[config.mk]
export PLATFORM = sky130hd
export DESIGN_NAME = hs32_fetch_flat
export DESIGN_NICKNAME = d
export VERILOG_FILES = /design/src/rtl/hs32_fetch_if.sv /design/src/rtl/hs32_fetch.sv /design/src/flat_wrapper.sv
export SDC_FILE = /design/constraint.sdc
export NUM_CORES = 1
export LEC_CHECK = 0
export ABC_AREA = 0
export CAP_MARGIN = 10
export CELL_PAD_IN_SITES_DETAIL_PLACEMENT = 0
export CELL_PAD_IN_SITES_GLOBAL_PLACEMENT = 2
export CORE_MARGIN = 4
export CORE_UTILIZATION = 32
export CTS_BUF_LIST = sky130_fd_sc_hd__clkbuf_4
export CTS_CLUSTER_DIAMETER = 100
export DETAILED_ROUTE_END_ITERATION = 7
export GPL_TIMING_DRIVEN = 0
export HOLD_SLACK_MARGIN = 0.03
export PLACE_DENSITY_LB_ADDON = 0.05
export SLEW_MARGIN = 20
export SYNTH_ARGS = -nofsm -noshare
export SYNTH_HDL_FRONTEND = slang
export SYNTH_SLANG_ARGS = --single-unit
export TNS_END_PERCENT = 20
[constraint.sdc]
create_clock -name clk -period 2.15 [get_ports clk]
set_input_delay 0.215 -clock clk [delete_from_list [all_inputs] [get_ports clk]]
set_output_delay 0.215 -clock clk [all_outputs]
set_load 0.1 [all_outputs]
[src/rtl/hs32_fetch_if.sv]
// Fetch-stage bus bundle: decode handshake, memory read port and redirect.
// The master side is the fetch unit; the slave side is the surrounding core/memory.
interface hs32_fetch_if;
  logic [31:0] instd;
  logic [31:0] instpc;
  logic        ackd;
  logic        reqd;
  logic [31:0] addr;
  logic        reqm;
  logic        ackm;
  logic [31:0] datm;
  logic        flush;
  logic [31:0] newpc;

  modport master (
    output instd, instpc, ackd, addr, reqm,
    input  reqd, ackm, datm, flush, newpc
  );

  modport slave (
    input  instd, instpc, ackd, addr, reqm,
    output reqd, ackm, datm, flush, newpc
  );
endinterface

[src/rtl/hs32_fetch.sv]
// HS32 instruction fetch: single-outstanding memory reader feeding a small
// {pc, inst} prefetch FIFO, with flush/redirect that drops in-flight data.
module hs32_fetch #(
  parameter logic [31:0] RESET_PC = 32'h0000_0000,
  parameter int          DEPTH    = 2
) (
  input  logic         clk,
  input  logic         reset,
  hs32_fetch_if.master bus
);
  localparam int            AW         = $clog2(DEPTH);
  localparam int            CW         = AW + 1;
  localparam logic [CW-1:0] DEPTH_C    = CW'(DEPTH);
  localparam logic [31:0]   RESET_PC_W = RESET_PC & ~32'd3;

  typedef enum logic [1:0] {IDLE, WAIT, DROP} state_t;

  state_t        state_q, state_d;
  logic [31:0]   fetch_pc_q, fetch_pc_d;
  logic [31:0]   addr_q, addr_d;
  logic          reqm_q, reqm_d;
  logic [CW-1:0] count_q, count_d;
  logic [AW-1:0] wr_ptr_q, wr_ptr_d;
  logic [AW-1:0] rd_ptr_q, rd_ptr_d;
  logic [31:0]   pc_mem_q   [DEPTH];
  logic [31:0]   inst_mem_q [DEPTH];

  logic        ackd;
  logic        push;
  logic        pop;
  logic        clear;
  logic [31:0] newpc_w;

  assign ackd    = (count_q != '0);
  assign pop     = bus.reqd && ackd;
  assign push    = (state_q == WAIT) && bus.ackm && !bus.flush;
  assign newpc_w = bus.newpc & ~32'd3;

  always_comb begin
    state_d    = state_q;
    fetch_pc_d = fetch_pc_q;
    addr_d     = addr_q;
    reqm_d     = reqm_q;
    clear      = 1'b0;
    case (state_q)
      IDLE: begin
        if (bus.flush) begin
          fetch_pc_d = newpc_w;
          clear      = 1'b1;
        end else if ((count_q - CW'(pop)) < DEPTH_C) begin
          reqm_d  = 1'b1;
          addr_d  = fetch_pc_q;
          state_d = WAIT;
        end
      end
      WAIT: begin
        if (bus.flush) begin
          clear      = 1'b1;
          fetch_pc_d = newpc_w;
          if (bus.ackm) begin
            reqm_d  = 1'b0;
            state_d = IDLE;
          end else begin
            // The stale request must still complete before a new one can issue.
            state_d = DROP;
          end
        end else if (bus.ackm) begin
          fetch_pc_d = addr_q + 32'd4;
          if ((count_q + CW'(1) - CW'(pop)) < DEPTH_C) begin
            addr_d = addr_q + 32'd4;
          end else begin
            reqm_d  = 1'b0;
            state_d = IDLE;
          end
        end
      end
      DROP: begin
        if (bus.flush) begin
          fetch_pc_d = newpc_w;
          clear      = 1'b1;
        end
        if (bus.ackm) begin
          reqm_d  = 1'b0;
          state_d = IDLE;
        end
      end
      default: state_d = IDLE;
    endcase
  end

  always_comb begin
    count_d  = count_q + CW'(push) - CW'(pop);
    wr_ptr_d = wr_ptr_q + AW'(push);
    rd_ptr_d = rd_ptr_q + AW'(pop);
    if (clear) begin
      count_d  = '0;
      wr_ptr_d = '0;
      rd_ptr_d = '0;
    end
  end

  always_ff @(posedge clk or negedge reset) begin
    if (!reset) begin
      state_q    <= IDLE;
      fetch_pc_q <= RESET_PC_W;
      addr_q     <= RESET_PC_W;
      reqm_q     <= 1'b0;
      count_q    <= '0;
      wr_ptr_q   <= '0;
      rd_ptr_q   <= '0;
    end else begin
      state_q    <= state_d;
      fetch_pc_q <= fetch_pc_d;
      addr_q     <= addr_d;
      reqm_q     <= reqm_d;
      count_q    <= count_d;
      wr_ptr_q   <= wr_ptr_d;
      rd_ptr_q   <= rd_ptr_d;
    end
  end

  // Storage is cleared on reset so the head reads as zero before the first fill.
  always_ff @(posedge clk or negedge reset) begin
    if (!reset) begin
      for (int i = 0; i < DEPTH; i++) begin
        pc_mem_q[i]   <= '0;
        inst_mem_q[i] <= '0;
      end
    end else if (push) begin
      pc_mem_q[wr_ptr_q]   <= addr_q;
      inst_mem_q[wr_ptr_q] <= bus.datm;
    end
  end

  assign bus.instd  = inst_mem_q[rd_ptr_q];
  assign bus.instpc = pc_mem_q[rd_ptr_q];
  assign bus.ackd   = ackd;
  assign bus.addr   = addr_q;
  assign bus.reqm   = reqm_q;

  a_fifo_bounds: assert property (@(posedge clk) disable iff (!reset)
    (count_q <= DEPTH_C) && !(push && (count_q == DEPTH_C)));

endmodule

[src/flat_wrapper.sv]
// flat-port wrapper written by rule: the top's interface ports become plain ports
module hs32_fetch_flat 
#(
  parameter logic [31:0] RESET_PC = 32'h0000_0000,
  parameter int          DEPTH    = 2
)
  (clk, reset, bus_instd, bus_instpc, bus_ackd, bus_addr, bus_reqm, bus_reqd, bus_ackm, bus_datm, bus_flush, bus_newpc);
  hs32_fetch_if bus_i ();
  input  logic clk;
  input  logic reset;
  output wire logic [$bits(bus_i.instd)-1:0] bus_instd;
  output wire logic [$bits(bus_i.instpc)-1:0] bus_instpc;
  output wire logic [$bits(bus_i.ackd)-1:0] bus_ackd;
  output wire logic [$bits(bus_i.addr)-1:0] bus_addr;
  output wire logic [$bits(bus_i.reqm)-1:0] bus_reqm;
  input wire logic [$bits(bus_i.reqd)-1:0] bus_reqd;
  input wire logic [$bits(bus_i.ackm)-1:0] bus_ackm;
  input wire logic [$bits(bus_i.datm)-1:0] bus_datm;
  input wire logic [$bits(bus_i.flush)-1:0] bus_flush;
  input wire logic [$bits(bus_i.newpc)-1:0] bus_newpc;
  assign bus_instd = bus_i.instd;
  assign bus_instpc = bus_i.instpc;
  assign bus_ackd = bus_i.ackd;
  assign bus_addr = bus_i.addr;
  assign bus_reqm = bus_i.reqm;
  assign bus_i.reqd = bus_reqd;
  assign bus_i.ackm = bus_ackm;
  assign bus_i.datm = bus_datm;
  assign bus_i.flush = bus_flush;
  assign bus_i.newpc = bus_newpc;
  hs32_fetch #(.RESET_PC(RESET_PC), .DEPTH(DEPTH)) u_core (.clk(clk), .reset(reset), .bus(bus_i));
endmodule
==> Word level (Yosys, flattened, before mapping) <==
Cells that the tools add are included.
{ "classes": {"n_addsub": 8, "mul": 0, "div": 0, "n_lt_le_gt_ge": 5, "n_eq_ne": 11, "shift": 0, "mux": 40, "bitwise_logic": 2, "reduce_logical": 16} }
{ "op_table": {"columns": ["operator", "n"], "rows": [
  ["$mux 32", 15],
  ["$bwmux 64", 2],
  ["$pmux 32 s2", 2],
  ["$add 32x3->32 const B", 1],
  ["$demux 32 s1", 1],
  ["$mux 2", 8],
  ["$mux 1", 10],
  ["$ne 2x2->1 const B", 5],
  ["$reduce_and 5->1", 2],
  ["$ne 3x3->1 const B", 2],
  ["$pmux 2 s3", 1],
  ["$reduce_and 6->1", 1],
  ["$reduce_bool 2->1", 3],
  ["$sub 2x1->2", 3],
  ["$ge 2x2->1 const B", 2],
  ["$logic_and 1x1->1", 4],
  ["$lt 2x2->1 const B", 2],
  ["$ne 2x1->1 const B", 2],
  ["$not 1->2", 2],
  ["$pmux 1 s3", 1],
  ["$reduce_and 3->1", 1],
  ["$reduce_bool 3->1", 1],
  ["$reduce_or 3->1", 1],
  ["$add 1x1->1", 2],
  ["other kinds (8)", 8]
]} }
{ "word_totals": {"reg_bits": 199, "latch_bits": 0, "mem_bits_rw": 0, "romBits": 0, "inputBits": 69, "elab_cells": 93, "memories": 0} }

==> Depth between registers and ports, before layout <==
Gate-level depths: netlist (run 1).
{ "depth": {"word_depth": 8, "depth_mapped": 10, "depth_no_buf": 8} }

==> Worst setup path before layout (run 1) <==
No wires, ideal clock.
{ "synth_timing": {"path_kind": "reg2reg", "startpoint": "register u_core.addr_q[2] (netlist: u_core.bus.addr[2])", "endpoint": "register u_core.fetch_pc_q[28]", "setup_time_ns": 0.122, "arrival_time_ns": 2.816, "t_required_ns": 2.028, "path_slack_ns": -0.789, "path_stages_with_launch": 8, "path_cell_list": "dfrtp_1 > ha_1 > nand2_1 > or4_1 > buf_2 > or4_1 > a21oi_1 > o21ai_1"} }
{ "synth_between": {"elab_chain_len": 4} }
{ "synth_rtl": {"columns": ["element", "line_no", "source"], "rows": [
  ["start: declaration", "hs32_fetch.sv:20", "logic [31:0] addr_q, addr_d;"],
  ["start signal: assignment", "hs32_fetch.sv:114", "addr_q <= addr_d;"],
  ["$add 32x3->32", "hs32_fetch.sv:68", "fetch_pc_d = addr_q + 32'd4;"],
  ["$mux 32", "hs32_fetch.sv:67", "end else if (bus.ackm) begin"],
  ["$mux 32", "hs32_fetch.sv:57", "if (bus.flush) begin"],
  ["$pmux 32 s2", "hs32_fetch.sv:45", "case (state_q)"],
  ["end signal: assignment", "hs32_fetch.sv:113", "fetch_pc_q <= fetch_pc_d;"],
  ["end: declaration", "hs32_fetch.sv:19", "logic [31:0] fetch_pc_q, fetch_pc_d;"]
]} }
Every way passes these cells. The select of a mux whose other input is x is not followed.
A chain may end at the register's enable or synchronous reset.

==> Worst setup path in the final report (run 1) <==
{ "layout_timing": {"startpoint": "register u_core.addr_q[13] (netlist: u_core.bus.addr[13])", "endpoint": "register u_core.fetch_pc_q[28]"} }
Same word-level chain as after synthesis.

==> results of run 1 <==
-- cell usage in the layout, fill, tap and decap left out, types with 11 or more instances in the layout --
cell             netlist  final
o21ai_0               61     61
buf_6                  0     50
dfrtp_4                0     16
clkbuf_4               0     34
dfrtp_2                0     11
o22ai_1               13     12
mux2_2               192    182
nor2_1                33     30
clkbuf_2               0     28
buf_4                  0     43
dfrtp_1              199    172
a21oi_1               37     34
nand2_1               72     70
a2bb2oi_1             15     14
clkdlybuf4s50_1        0     64
xor2_1                14     13
buf_12                 0     16
nand3_1               23     22
nand4_1               16     16
-- synthesized netlist by cell type, drive strengths merged --
cell | count | share of area
a21boi | 3 | 0.0023
a21o | 3 | 0.0023
a21oi | 37 | 0.019
a2bb2oi | 15 | 0.013
a31o | 5 | 0.0045
a31oi | 8 | 0.0051
and2 | 5 | 0.0032
and3 | 6 | 0.0038
and4 | 3 | 0.0027
buf | 13 | 0.0060
clkbuf | 56 | 0.021
dfrtp | 199 | 0.51
ha | 9 | 0.012
inv | 11 | 0.0042
mux2 | 192 | 0.22
mux2i | 8 | 0.0082
nand2 | 72 | 0.028
nand2b | 5 | 0.0032
nand3 | 23 | 0.012
nand3b | 1 | 0.00077
nand4 | 17 | 0.012
nor2 | 33 | 0.013
nor2b | 3 | 0.0019
nor3 | 8 | 0.0041
nor3b | 3 | 0.0023
nor4 | 5 | 0.0038
o211ai | 5 | 0.0038
o21a | 5 | 0.0038
o21ai | 63 | 0.032
o22a | 5 | 0.0045
o22ai | 13 | 0.0083
o31a | 2 | 0.0018
o31ai | 2 | 0.0015
o41ai | 2 | 0.0018
or2 | 1 | 0.00064
or3 | 4 | 0.0026
or4 | 3 | 0.0023
xnor2 | 6 | 0.0054
xor2 | 14 | 0.013
-- flip-flops by register name, indices dropped and copies added, names as in the netlist --
name,cells
u_core.state_q,2
u_core.pc_mem_q,64
u_core.wr_ptr_q,1
u_core.fetch_pc_q,32
u_core.count_q,2
u_core.inst_mem_q,64
u_core.rd_ptr_q,1
u_core.bus.addr,32
u_core.bus.reqm,1
-- how the worst max path moves through the flow --
stage                        startpoint               endpoint  slack, ns  depth (start not counted)
finish              u_core.bus.addr[13]  u_core.fetch_pc_q[28]      -0.09                          5
global route        u_core.bus.addr[13]  u_core.fetch_pc_q[28]      -0.16                          5
CTS                 u_core.bus.addr[13]  u_core.fetch_pc_q[28]      -0.19                          6
detailed placement    u_core.state_q[1]    u_core.pc_mem_q[22]      -1.01                          8
global placement                  reset    u_core.bus.addr[17]      -9.80                          1
floorplan            u_core.bus.addr[6]  u_core.fetch_pc_q[28]      -0.27                          7
-- metrics by stage --
step	area, sq um	util	hold slack, ns	setup TNS (ns)	cells
global placement	12000	0.402	0.455	-1863.84	1421
finish	13300	0.444	0.102	-0.232	1487
CTS	12800	0.429	0.0511	-6.68	1463
floorplan	9900	-	-0.0806	-15.15	868
detailed placement	12100	0.404	0.165	-187.46	1423
global route	13300	0.444	0.0746	-4.40	1487
-- repair_timing --
item	4_1_cts	5_1_grt
resized for setup	565	173
setup endpoints to repair	288	270
pin swaps	10	4
hold buffers	1	0
gates cloned	0	1
setup buffers	9	22
endpoints found under the hold margin	199	0
-- final cells by class --
cell class / count / share of cell area
antenna: 2 / 0.000378
buffer: 66 / 0.0457
clock buffer: 20 / 0.0113
clock inverter: 12 / 0.0132
inverter: 11 / 0.00312
multi-input combinational: 589 / 0.355
sequential: 199 / 0.381
tap: 390 / 0.0368
timing repair buffer: 198 / 0.153
-- kinds of logic (layout without fill, tap and decap cells) --
| logic type | count (synthesis) | after routing | share of synthesized area |
|---|---|---|---|
| AND/OR/NAND/NOR | 192 | 192 | 0.0958 |
| adder cells (fa/ha/maj) | 9 | 9 | 0.0115 |
| buffers and inverters | 80 | 307 | 0.0317 |
| AO/OA/AOI/OAI | 168 | 168 | 0.104 |
| flip-flops | 199 | 199 | 0.509 |
| multiplexers | 200 | 200 | 0.229 |
| other | 0 | 2 | 0 |
| XOR/XNOR | 20 | 20 | 0.0179 |
-- metal layers --
| metal | vias up | global-route usage | routed length (um) |
|---|---|---|---|
| met4 | 0 | 0.0274 | 231 |
| met1 | 3772 | 0.264 | 14600 |
| met5 | - | 0 | 0 |
| li1 | 3546 | - | - |
| met2 | 159 | 0.297 | 14700 |
| met3 | 16 | 0.0369 | 1370 |
==> results.json, run 1 <==
{
  "post-route-period-util": 1.04,
  "slowest_delay_ns": 0.64,
  "dpl.hpwl_mm": 21.6,
  "start_util": 0.327,
  "io-pin-count": 167,
  "grt_max_degree": 85,
  "die_width_um": 183,
  "cts_tree": "built",
  "rsz0062_at_grt": "true",
  "synth_nets": 946,
  "timing.critical_path.arrival_ns": 2.74,
  "root_buffer": "clkbuf_4",
  "hold_viol": 0,
  "drive_gt1_frac": 0.426,
  "fp.dieArea_sq_um": 33400,
  "overflow": 0,
  "cts_buffers": 17,
  "setup_viol": 7,
  "ys_seq_elements": 199,
  "tightestPinTransition_ns": 0.974,
  "yosys_warnings": 0,
  "reg2reg_to": "u_core.fetch_pc_q[28]",
  "setup.worst_path.start_class": "register",
  "vias": 7493,
  "period_needed_ns": 2.24,
  "dp_slack_ns": -1.01,
  "fin_ws_ns": -0.0857,
  "die-height_um": 183,
  "seq_area_sq_um": 5050,
  "syn_area_per_cell_sq_um": 11.3,
  "port_buffers": 163,
  "drc_errors": 0,
  "wl_per_cell_um": 20.8,
  "cts.clk_slew.worst_paths_ns": 0.18,
  "r2r-start": "u_core.bus.addr[13]",
  "slowest_stage": "or4_4",
  "track_usage": 0.184,
  "outcome": "finished, violations left",
  "violations": "negative setup slack",
  "crit_path_max_fanout": 8,
  "final_nets": 1160,
  "reg2reg_slack_ns": -0.09,
  "finalClockSkew_ns": 0.0283,
  "yosysSeqAreaShare": 0.509,
  "drv_slew": 0,
  "critPathCaptureType": "register",
  "via_per_inst": 5.04,
  "hold_path_class": "primary input to asynchronous set/reset pin",
  "syn_inst": 868,
  "grt_pass1_wl_mm": 47.6,
  "areaGrowthSynthToFinish_pct": 35.5,
  "drt_iter0_markers": 451,
  "clock_path_buffers": 2,
  "place_congestion": 0.749,
  "antenna_left": 0,
  "drv_cap": 0,
  "first_pass_iters": 5,
  "htree_levels": 4,
  "routed_wl_mm": 31.0,
  "clock_latency_ns": 0.59,
  "critPathBufInv": 0,
  "path_cells": "nand2_1, or4_4, or4_1, a21oi_2, o21ai_1",
  "core.rowCount": 63,
  "reg2regPathDepth": 5,
  "antenna_found_initial": 1,
  "critical_path_class": "register to register",
  "slew_headroom": 0.353,
  "clock-sinks": 199,
  "netlist_area_sq_um": 9780,
  "ys_types": 43,
  "multi_input_area_sq_um": 4700,
  "crit_family": "simple AND/OR/NAND/NOR gates",
  "grt_pass1_vias": 7755,
  "clock.fmax_mhz": 447,
  "coreArea_sq_um": 29900,
  "fillers": 2844,
  "required_ns": 2.65
}
Power of run 1 is left out: the tool's default activity adds up to more than one toggle a clock period on the data nets, which glitch-free logic cannot reach.
==> run 2, diff against run 1 <==
--- a/config.mk
+++ b/config.mk
@@ -9,11 +9,12 @@
 export CAP_MARGIN = 10
 export CELL_PAD_IN_SITES_DETAIL_PLACEMENT = 0
 export CELL_PAD_IN_SITES_GLOBAL_PLACEMENT = 2
-export CORE_MARGIN = 4
-export CORE_UTILIZATION = 32
+export CORE_MARGIN = 10
+export CORE_UTILIZATION = 39
 export CTS_BUF_LIST = sky130_fd_sc_hd__clkbuf_4
 export CTS_CLUSTER_DIAMETER = 100
 export DETAILED_ROUTE_END_ITERATION = 7
+export DONT_BUFFER_PORTS = 1
 export GPL_TIMING_DRIVEN = 0
 export HOLD_SLACK_MARGIN = 0.03
 export PLACE_DENSITY_LB_ADDON = 0.05
==> run 2 against run 1 <==
Net effect:
- the flow finishes with violations (negative hold slack, negative setup slack)
- first-iteration DRC count is 17% higher
- via count up 0.55%
- hold slack got worse by 0.82 ns
- die area fell by 4.8%
==> results.json, run 2 (synthesis gave the netlist of run 1 again) <==
{
  "dp_slack_ns": -0.941,
  "clock_path_buffers": 2,
  "fp.dieArea_sq_um": 31800,
  "clock.fmax_mhz": 418,
  "violations": "negative hold slack, negative setup slack",
  "dpl.hpwl_mm": 21.5,
  "crit_path_max_fanout": 8,
  "fillers": 2130,
  "htree_levels": 4,
  "io-pin-count": 167,
  "critPathCaptureType": "register",
  "port_buffers": 0,
  "antenna_left": 0,
  "final_cells": 1341,
  "drv_slew": 0,
  "cts.clk_slew.worst_paths_ns": 0.19,
  "final_common_cell": "dfrtp_1",
  "start_util": 0.400,
  "drive_gt1_frac": 0.447,
  "timing.critical_path.arrival_ns": 2.90,
  "hold_viol": 199,
  "root_buffer": "clkbuf_4",
  "outcome": "finished, violations left",
  "setup_tns_ns": -3.12,
  "setup.worst_path.start_class": "register",
  "areaGrowthSynthToFinish_pct": 31.1,
  "final_nets": 1079,
  "grt_pass1_wl_mm": 47.0,
  "tightestPinTransition_ns": 1.16,
  "seq_area_sq_um": 5070,
  "final_cell_mix": "169 x dfrtp_1, 133 x mux2_2, 65 x nand2_1, 65 x dlygate4sd3_1, 59 x mux2_4",
  "hold_path_class": "primary input to asynchronous set/reset pin",
  "crit_path_start": "u_core.bus.addr[10]",
  "die-height_um": 178,
  "clock-sinks": 199,
  "grt_max_degree": 200,
  "place_congestion": 0.804,
  "cts_buffers": 17,
  "drt_iter0_markers": 526,
  "routed_wl_mm": 31.8,
  "fin_ws_ns": -0.244,
  "drv_cap": 0,
  "drc_errors": 0,
  "dp_cells": 1192,
  "top_regs": "u_core.inst_mem_q (64), u_core.pc_mem_q (64)",
  "via_per_inst": 5.62,
  "die_width_um": 178,
  "hold_buffers": 65,
  "multi_input_area_sq_um": 5190,
  "setup_viol": 32,
  "first_pass_iters": 5,
  "coreArea_sq_um": 24500,
  "cts_tree": "built",
  "timing.hold.ws_ns": -0.717,
  "vias": 7534,
  "overflow": 0,
  "period_needed_ns": 2.39,
  "rsz0062_at_grt": "true",
  "wl_per_cell_um": 23.7,
  "core.rowCount": 57,
  "critical_path_class": "register to register",
  "finalClockSkew_ns": 0.0225,
  "track_usage": 0.192,
  "slew_headroom": 0.229,
  "clock_latency_ns": 0.60,
  "post-route-period-util": 1.11,
  "grt_pass1_vias": 7736,
  "antenna_found_initial": 2,
  "r2r-start": "u_core.bus.addr[10]",
  "required_ns": 2.66
}
run 2: changes by cell type in the layout (fill, tap and decap cells not counted), moves of 15 or more:
cell	before	now
o21ai_0	61	44
a21oi_2	2	17
clkdlybuf4s50_1	64	0
buf_6	50	17
dlygate4sd3_1	1	65
mux2_2	182	133
a21oi_1	34	19
o21ai_1	2	18
mux2_4	10	59
run 2: timing repair:
item,4_1_cts,5_1_grt
setup endpoints to repair,254,237
gates resized for setup,153,201
hold endpoints to repair,299,199
cloned,0,5
pin swaps,18,42
setup buffers,16,32
run 2: routing by layer:
layer	wire length, um	global-route usage	up-vias
met5	13	0	-
met4	427	0.0475	2
met3	1850	0.0423	26
met2	15900	0.314	215
met1	13600	0.252	3908
li1	-	-	3383
run 2: stage by stage:
stage	util	cell area, sq um	hold WS (ns)
floorplan	-	9900	-0.0806
global placement	0.421	10300	-0.0705
detailed placement	0.421	10300	-0.0712
CTS	0.485	11900	-0.779
global route	0.524	12800	-0.782
finish	0.524	12800	-0.717
run 2: worst paths after layout:
| kind | endpoint | slack (ns) | cells after the start |
|---|---|---|---|
| max in group asynchronous | u_core.bus.addr[3] | 2.33 | 0 |
| worst max-delay path | u_core.fetch_pc_q[28] | -0.24 | 6 |
| worst min-delay path | u_core.bus.addr[28] | -0.72 | 0 |
| min in group clk | u_core.bus.addr[31] | 0.14 | 5 |
| worst max register to register | u_core.fetch_pc_q[28] | -0.24 | 6 |
| worst min register to register | u_core.fetch_pc_q[6] | 0.51 | 2 |
run 2: critical path, cell delays in order, from the launching register on:
cell and delay [ns]:
dfrtp_4 0.67, buf_8 0.16, nand4_4 0.12, or4_4 0.64
or4_4 0.54, a21oi_2 0.12, o21ai_1 0.06
run 2: final cells by class:
cell class / count / share of cell area
repair buffers: 118 / 0.0933
clock buffers: 18 / 0.0105
flip-flops and latches: 199 / 0.396
inverters: 11 / 0.00322
well taps: 324 / 0.0316
plain buffers: 65 / 0.0460
diodes: 3 / 0.000586
multi-input cells: 589 / 0.405
clock inverters: 14 / 0.0144
Power of run 2 is left out for the same reason.
